**src/rtl/instr_fetch.sv**
```systemverilog
// Instruction fetch stage: owns the PC, fetches words over a req/ack memory
// handshake and holds each instruction for the control unit until released.
module instr_fetch #(
    parameter logic [31:0] RESET_PC = 32'h0000_0000,
    parameter int          CNT_W    = 16
) (
    input  logic             clk,
    input  logic             rst_n,
    output logic             imem_req,
    output logic [31:0]      imem_addr,
    input  logic             imem_ack,
    input  logic [31:0]      imem_rdata,
    input  logic             stall,
    input  logic             branch_taken,
    input  logic [31:0]      branch_target,
    output logic [31:0]      instr,
    output logic [5:0]       opcode,
    output logic             instr_valid,
    output logic [31:0]      pc_out,
    output logic [31:0]      pc_plus4,
    output logic [CNT_W-1:0] fetch_count
);

    typedef enum logic [1:0] {
        IDLE  = 2'd0,
        FETCH = 2'd1,
        VALID = 2'd2
    } state_e;

    state_e             state_q;
    logic [31:0]        pc_q;
    logic [31:0]        instr_q;
    logic               instr_valid_q;
    logic [31:0]        pc_out_q;
    logic [CNT_W-1:0]   fetch_count_q;

    // NOTE: sequential state uses non-blocking assignments so every register
    // samples the pre-edge values of the others, independent of statement order.
    always_ff @(posedge clk or negedge rst_n) begin
        if (!rst_n) begin
            state_q       <= IDLE;
            pc_q          <= RESET_PC;
            instr_q       <= 32'h0000_0000;
            instr_valid_q <= 1'b0;
            pc_out_q      <= RESET_PC;
            fetch_count_q <= '0;
        end else begin
            unique case (state_q)
                IDLE: begin
                    state_q <= FETCH;
                end
                FETCH: begin
                    if (imem_ack) begin
                        state_q       <= VALID;
                        instr_q       <= imem_rdata;
                        pc_out_q      <= pc_q;
                        instr_valid_q <= 1'b1;
                        if (fetch_count_q != {CNT_W{1'b1}})
                            fetch_count_q <= fetch_count_q + CNT_W'(1);
                    end
                end
                VALID: begin
                    // Redirect outranks stall; the sequential address is never issued.
                    if (branch_taken) begin
                        pc_q          <= {branch_target[31:2], 2'b00};
                        instr_valid_q <= 1'b0;
                        state_q       <= FETCH;
                    end else if (!stall) begin
                        pc_q          <= pc_q + 32'd4;
                        instr_valid_q <= 1'b0;
                        state_q       <= FETCH;
                    end
                end
                default: begin
                    state_q <= IDLE;
                end
            endcase
        end
    end

    // Decoded from registered state only, so reset drops the request at once.
    assign imem_req    = (state_q == FETCH);
    assign imem_addr   = pc_q;
    assign instr       = instr_q;
    assign opcode      = instr_q[31:26];
    assign instr_valid = instr_valid_q;
    assign pc_out      = pc_out_q;
    assign pc_plus4    = pc_out_q + 32'd4;
    assign fetch_count = fetch_count_q;

endmodule

```
**config.mk**
```make
export PLATFORM = sky130hd
export DESIGN_NAME = instr_fetch
export DESIGN_NICKNAME = d
export VERILOG_FILES = /design/src/rtl/instr_fetch.sv
export SDC_FILE = /design/constraint.sdc
export NUM_CORES = 1
export LEC_CHECK = 0
export ABC_AREA = 0
export BUFFER_PORTS_ARGS = -buffer_cell sky130_fd_sc_hd__buf_2
export CAP_MARGIN = 10
export CORE_UTILIZATION = 40
export DETAILED_ROUTE_END_ITERATION = 8
export PLACE_DENSITY = 0.79
export SKIP_CTS_REPAIR_TIMING = 1
export SYNTH_ARGS = -nofsm -noshare
export SYNTH_HDL_FRONTEND = slang
export SYNTH_SLANG_ARGS = --single-unit
```
**constraint.sdc**
```tcl
create_clock -name clk -period 1.9 [get_ports clk]
set_input_delay 0 -clock clk [delete_from_list [all_inputs] [get_ports clk]]
set_output_delay 0 -clock clk [all_outputs]
set_load 0.01 [all_outputs]
```
==> results.json, run 1 <==
{
  "outcome": "finished, violations left",
  "violations": "hold timing, setup timing",
  "fp.dieW_um": 121.7,
  "clockRootBuffer": "clkbuf_16",
  "io_pins": 221,
  "required_ns": 1.90,
  "numPortBuffers": 212,
  "async_flop_share": 1.000,
  "placed_cell_area_mm2": 0.007264,
  "avgSynthCellArea_um2": 8.724,
  "clk_latency_ns": 0.35,
  "stdcell_area_mm2": 0.008250,
  "place_inst": 1065,
  "finish.utilization": 0.5921,
  "start_kind": "flop",
  "ys.warnings.count": 0,
  "antenna_left": 0,
  "path_clk_slew_ns": 0.07,
  "gp_congestion": 0.9707,
  "grt_pass1_wl_um": 25370,
  "crit_start": "pc_out[9]",
  "grt_use_met2": 0.3608,
  "total_power_mw": 10.97,
  "drt_first_pass_iters": 5,
  "cap_violations": 0,
  "top_usage_layer": "met2",
  "drv_slew": 0,
  "grt_pass1_vias": 4949,
  "grt_usage": 0.2224,
  "synthFlopType": "dfrtp_1",
  "path_delay_family": "simple AND/OR/NAND/NOR gates",
  "muxShareOfSynthArea": 0.007422,
  "timing.rr.start": "imem_addr[2]",
  "wl_per_cell_um": 15.32,
  "slew_headroom": 0.5699,
  "die_y_um": 121.7,
  "synth_seq_cells": 111,
  "cp_num_cells": 7,
  "synth_compound_area_frac": 0.1096,
  "synth_top_family_by_area": "simple AND/OR/NAND/NOR gates",
  "r2r_cells": 6,
  "synthSimpleGateAreaFrac": 0.2840,
  "drtIter0Drc": 401,
  "synth.distinct_cells": 59,
  "final_cells": 1142,
  "dp_hpwl_um": 12370,
  "critPathCapture": "pc_plus4[30]",
  "tns_ns": -0.2003,
  "worstReg2RegEnd": "imem_addr[22]",
  "slowest_stage": "dfrtp_1",
  "grt_max_degree": 59,
  "met3_usage": 0.03184,
  "nFillCells": 1200,
  "crit_buf_inv": 2,
  "tritoncts": "yes",
  "finalSetupViolCount": 5,
  "worst_slack_ns": -0.07370,
  "clockBufferDepth": 2,
  "finalClockSkew_ns": 0.01151,
  "cts_max_level": 3,
  "max_stage_delay_ns": 0.38,
  "dp_slack_ns": -0.02088,
  "cp.arrival_ns": 1.97,
  "synthAdderAreaFrac": 0.006549,
  "worstPathMaxFanout": 4,
  "irDropWorstVdd_mv": 0.6334,
  "grt_overflow_total": 0,
  "grt_use_met1": 0.3022,
  "antenna_cells": 0,
  "cts_buffers": 9,
  "fin_hold_ws_ns": -0.01930,
  "rsz0062_at_grt": "yes",
  "fin_crit_sh": 1.039,
  "layout_min_cycle_time_ns": 1.974,
  "synth_cells": 657,
  "dieArea_mm2": 0.01481,
  "std_cell_rows": 43,
  "synth_area_mm2": 0.005732,
  "leakage_nw": 4.178,
  "initial_utilization": 0.4113,
  "wirelength_um": 17490,
  "clock.fmax_ghz": 0.5067,
  "viasPerCell": 5.165,
  "drive_above_1_share": 0.3368,
  "yosysSeqAreaShare": 0.4846,
  "synthXorXnorAreaFrac": 0.06265,
  "pwr_density_cell_mw_per_mm2": 1330,
  "crit_chain": "and4_4 > nand3_4 > nor4bb_4 > buf_4 > nand4_1 > xnor2_1 > buf_2",
  "drc": 0,
  "syn2layout_area_growth_pct": 43.94,
  "crit_type": "reg -> out",
  "worstMarginPinSlew_ns": 0.6445,
  "ff2ff_setup_slack_ns": 0,
  "synth_edf_count": 0,
  "fin_nets": 1030,
  "critPathCaptureType": "primary output",
  "final-hold-violation-count": 6,
  "core_area_mm2": 0.01393,
  "vias": 5898,
  "antenna_found_initial": 0,
  "clock-sinks": 111,
  "hold_path_class": "in -> reg"
}
[placed cells by master, fill, tap and decap left out, types with 22 or more instances in the layout]
cell / synthesis / final
buf_2: 5 / 211
nand2_1: 205 / 205
dfrtp_1: 111 / 110
buf_4: 12 / 67
dlygate4sd3_1: 0 / 49
xnor2_1: 32 / 32
nand3_1: 32 / 28
o21ai_0: 27 / 27
nor2_1: 24 / 23
nand4_1: 22 / 22
[worst min-delay path by stage]
stage / startpoint / to / depth (start not counted)
after floorplan: rst_n / fetch_count[0] / 0
after global placement: rst_n / instr[9] / 1
after detailed placement: rst_n / instr[9] / 1
after CTS: rst_n / instr[9] / 1
after global routing: branch_target[7] / imem_addr[7] / 3
final: branch_target[15] / imem_addr[15] / 3
[flip-flops by register name, indices dropped and copies added, names as in the netlist]
signal	cells
imem_addr	30
state_q	2
instr	32
pc_out	30
instr_valid	1
fetch_count	16
[final cells by class]
class | instances | area [µm²] | area share
flip-flops and latches | 111 | 2779 | 0.3368
repair buffers | 329 | 2090 | 0.2533
clock inverters | 3 | 45.04 | 0.005460
inverters | 9 | 33.78 | 0.004095
multi-input cells | 498 | 2841 | 0.3444
well taps | 180 | 225.2 | 0.02730
clock buffers | 12 | 236.5 | 0.02866
[worst register-to-register path, cell delays in order (launching register included)]
cell	delay (ns)
dfrtp_1	0.40
ha_4	0.17
nand3_4	0.08
or4_4	0.55
nor2_8	0.20
a211oi_2	0.10
a311oi_1	0.29
[Yosys cell counts, types with 7 or more instances]
| library cell | n | area share |
|---|---|---|
| a211oi_1 | 7 | 0.0092 |
| a21oi_1 | 20 | 0.017 |
| a311oi_1 | 8 | 0.012 |
| and3_1 | 12 | 0.013 |
| and4_1 | 7 | 0.011 |
| buf_4 | 12 | 0.016 |
| clkbuf_1 | 25 | 0.016 |
| dfrtp_1 | 111 | 0.48 |
| inv_1 | 9 | 0.0059 |
| nand2_1 | 205 | 0.13 |
| nand3_1 | 32 | 0.028 |
| nand4_1 | 22 | 0.024 |
| nor2_1 | 24 | 0.016 |
| nor3_1 | 11 | 0.0096 |
| o21ai_0 | 27 | 0.024 |
| xnor2_1 | 32 | 0.049 |
| xor2_1 | 9 | 0.014 |
[metal layers]
layer  routed length (µm)  part of all wire  up-vias
met4                  218             0.012        0
met1                 7431              0.42     2783
li1                     -                 -     2855
met3                 1212             0.069       15
met5                    0                 0        -
met2                 8629              0.49      245
[logic make-up after synthesis]
group                    Yosys count
AND/OR/NAND/NOR                  348
flip-flops                       111
AO/OA/AOI/OAI                     95
buffers and inverters             54
XOR/XNOR                          41
multiplexers                       4
adder cells (fa/ha/maj)            3
other                              1
[power by group]
part	internal, mW	switching, mW	total (mW)
combinational	2.18	2.80	4.98
clock	1.02	0.798	1.81
sequential	3.29	0.890	4.18
total	6.48	4.49	11.0
(Power assumes the default switching activity.)
==> inputs of run 2 (changes only) <==
PLACE_DENSITY = 0.77   (was 0.79)
REMOVE_ABC_BUFFERS = 1   (was unset)
clock period = 2.3 ns   (was 1.9 ns; I/O delays follow)
==> results.json, run 2 (synthesized netlist as in run 1, its figures left out) <==
{
  "io_pins": 221,
  "hold_path_class": "in -> reg",
  "crit_start": "pc_out[12]",
  "drc": 0,
  "drt_first_pass_iters": 4,
  "core_area_mm2": 0.01393,
  "finalClockSkew_ns": 0.01330,
  "ff2ff_setup_slack_ns": 0.26,
  "nFillCells": 1291,
  "critPathCaptureType": "primary output",
  "wl_per_cell_um": 15.43,
  "clockBufferDepth": 2,
  "antenna_found_initial": 0,
  "start_kind": "flop",
  "layout_min_cycle_time_ns": 2.170,
  "path_clk_slew_ns": 0.08,
  "cts_buffers": 9,
  "antenna_cells": 0,
  "final-hold-violation-count": 7,
  "grt_pass1_vias": 4876,
  "vias": 5702,
  "fin_nets": 974,
  "finalSetupViolCount": 0,
  "cts_max_level": 3,
  "r2r_cells": 5,
  "leakage_nw": 3.880,
  "cap_violations": 0,
  "syn2layout_area_growth_pct": 35.43,
  "drtIter0Drc": 256,
  "fin_hold_ws_ns": -0.02740,
  "finish.utilization": 0.5571,
  "crit_type": "reg -> out",
  "critPathCapture": "pc_plus4[22]",
  "timing.rr.start": "imem_addr[2]",
  "largest_register_ffs": 32,
  "rsz0062_at_grt": "yes",
  "mostFrequentLayoutCells": "buf_2, nand2_1, dfrtp_1",
  "fin_crit_sh": 0.9433,
  "drive_above_1_share": 0.2944,
  "grt_pass1_wl_um": 25010,
  "die_y_um": 121.7,
  "worstPathMaxFanout": 6,
  "worstReg2RegEnd": "imem_addr[22]",
  "pwr_density_cell_mw_per_mm2": 1117,
  "dp_hpwl_um": 12040,
  "wirelength_um": 16770,
  "clk_latency_ns": 0.35,
  "slew_headroom": 0.4613,
  "irDropWorstVdd_mv": 0.4212,
  "grt_usage": 0.2176,
  "clock-sinks": 111,
  "worstMarginPinSlew_ns": 0.8071,
  "cp.arrival_ns": 2.17,
  "violations": "hold timing",
  "viasPerCell": 5.246,
  "gp_congestion": 0.8224,
  "grt_overflow_total": 0,
  "tritoncts": "yes",
  "dieArea_mm2": 0.01481,
  "outcome": "finished, violations left",
  "fp.dieW_um": 121.7,
  "grt_max_degree": 56,
  "std_cell_rows": 43,
  "drv_slew": 0,
  "initial_utilization": 0.4113,
  "required_ns": 2.30,
  "antenna_left": 0,
  "clock.fmax_ghz": 0.4609,
  "numPortBuffers": 212,
  "mostFrequentLayoutCell": "buf_2",
  "clockRootBuffer": "clkbuf_16"
}
==> run 2: routing by layer <==
metal,global-route usage,routed length (µm)
met2,0.3576,8228
met5,0,0
met1,0.2900,7392
met4,0.08719,342
met3,0.02903,808
==> run 2: critical path: stages, from the launching register on <==
cell and delay (ns):
dfrtp_1 0.44, and3_1 0.25, nand3_1 0.19, nor3_4 0.35
nand4_1 0.17, xnor2_1 0.23, buf_2 0.17
==> run 2: area by class of cell <==
class / count / area (µm²) / share of cell area
clock buffer: 10 / 239.0 / 0.03079
inverter: 9 / 33.78 / 0.004352
tap: 180 / 225.2 / 0.02901
sequential: 111 / 2783 / 0.3585
timing repair buffer: 274 / 1674 / 0.2157
multi-input combinational: 497 / 2755 / 0.3549
clock inverter: 6 / 52.55 / 0.006770
==> run 2: worst min path at each step <==
stage	from	end	slack [ns]	cells after the start
4_1_cts	rst_n	fetch_count[3]	-0.29	1
3_5_place_dp	rst_n	fetch_count[6]	0.09	1
6_report	branch_target[17]	imem_addr[17]	-0.03	4
3_3_place_gp	rst_n	fetch_count[6]	0.09	1
2_1_floorplan	rst_n	fetch_count[0]	-0.30	0
5_1_grt	branch_target[18]	imem_addr[18]	0.002	4
==> run 2: metrics by stage <==
step | instances | instance area, µm² | setup TNS (ns) | total power [mW] | setup WS, ns
after floorplan | 617 | 5529 | -5.213 | 5.294 | -0.5132
after global placement | 1023 | 6949 | 0 | 6.979 | 0.3666
after detailed placement | 1023 | 6949 | 0 | 7.078 | 0.3200
after CTS | 1039 | 7241 | -0.05173 | 8.631 | -0.03558
after global routing | 1087 | 7762 | -0.005693 | 9.250 | -0.005693
final | 1087 | 7762 | 0 | 8.670 | 0.1304
==> run 2: power breakdown <==
part	internal [mW]	switching (mW)	total (mW)
Clock	0.783	0.748	1.53
Sequential	2.72	0.937	3.66
Combinational	1.49	1.99	3.48
Total	4.99	3.68	8.67
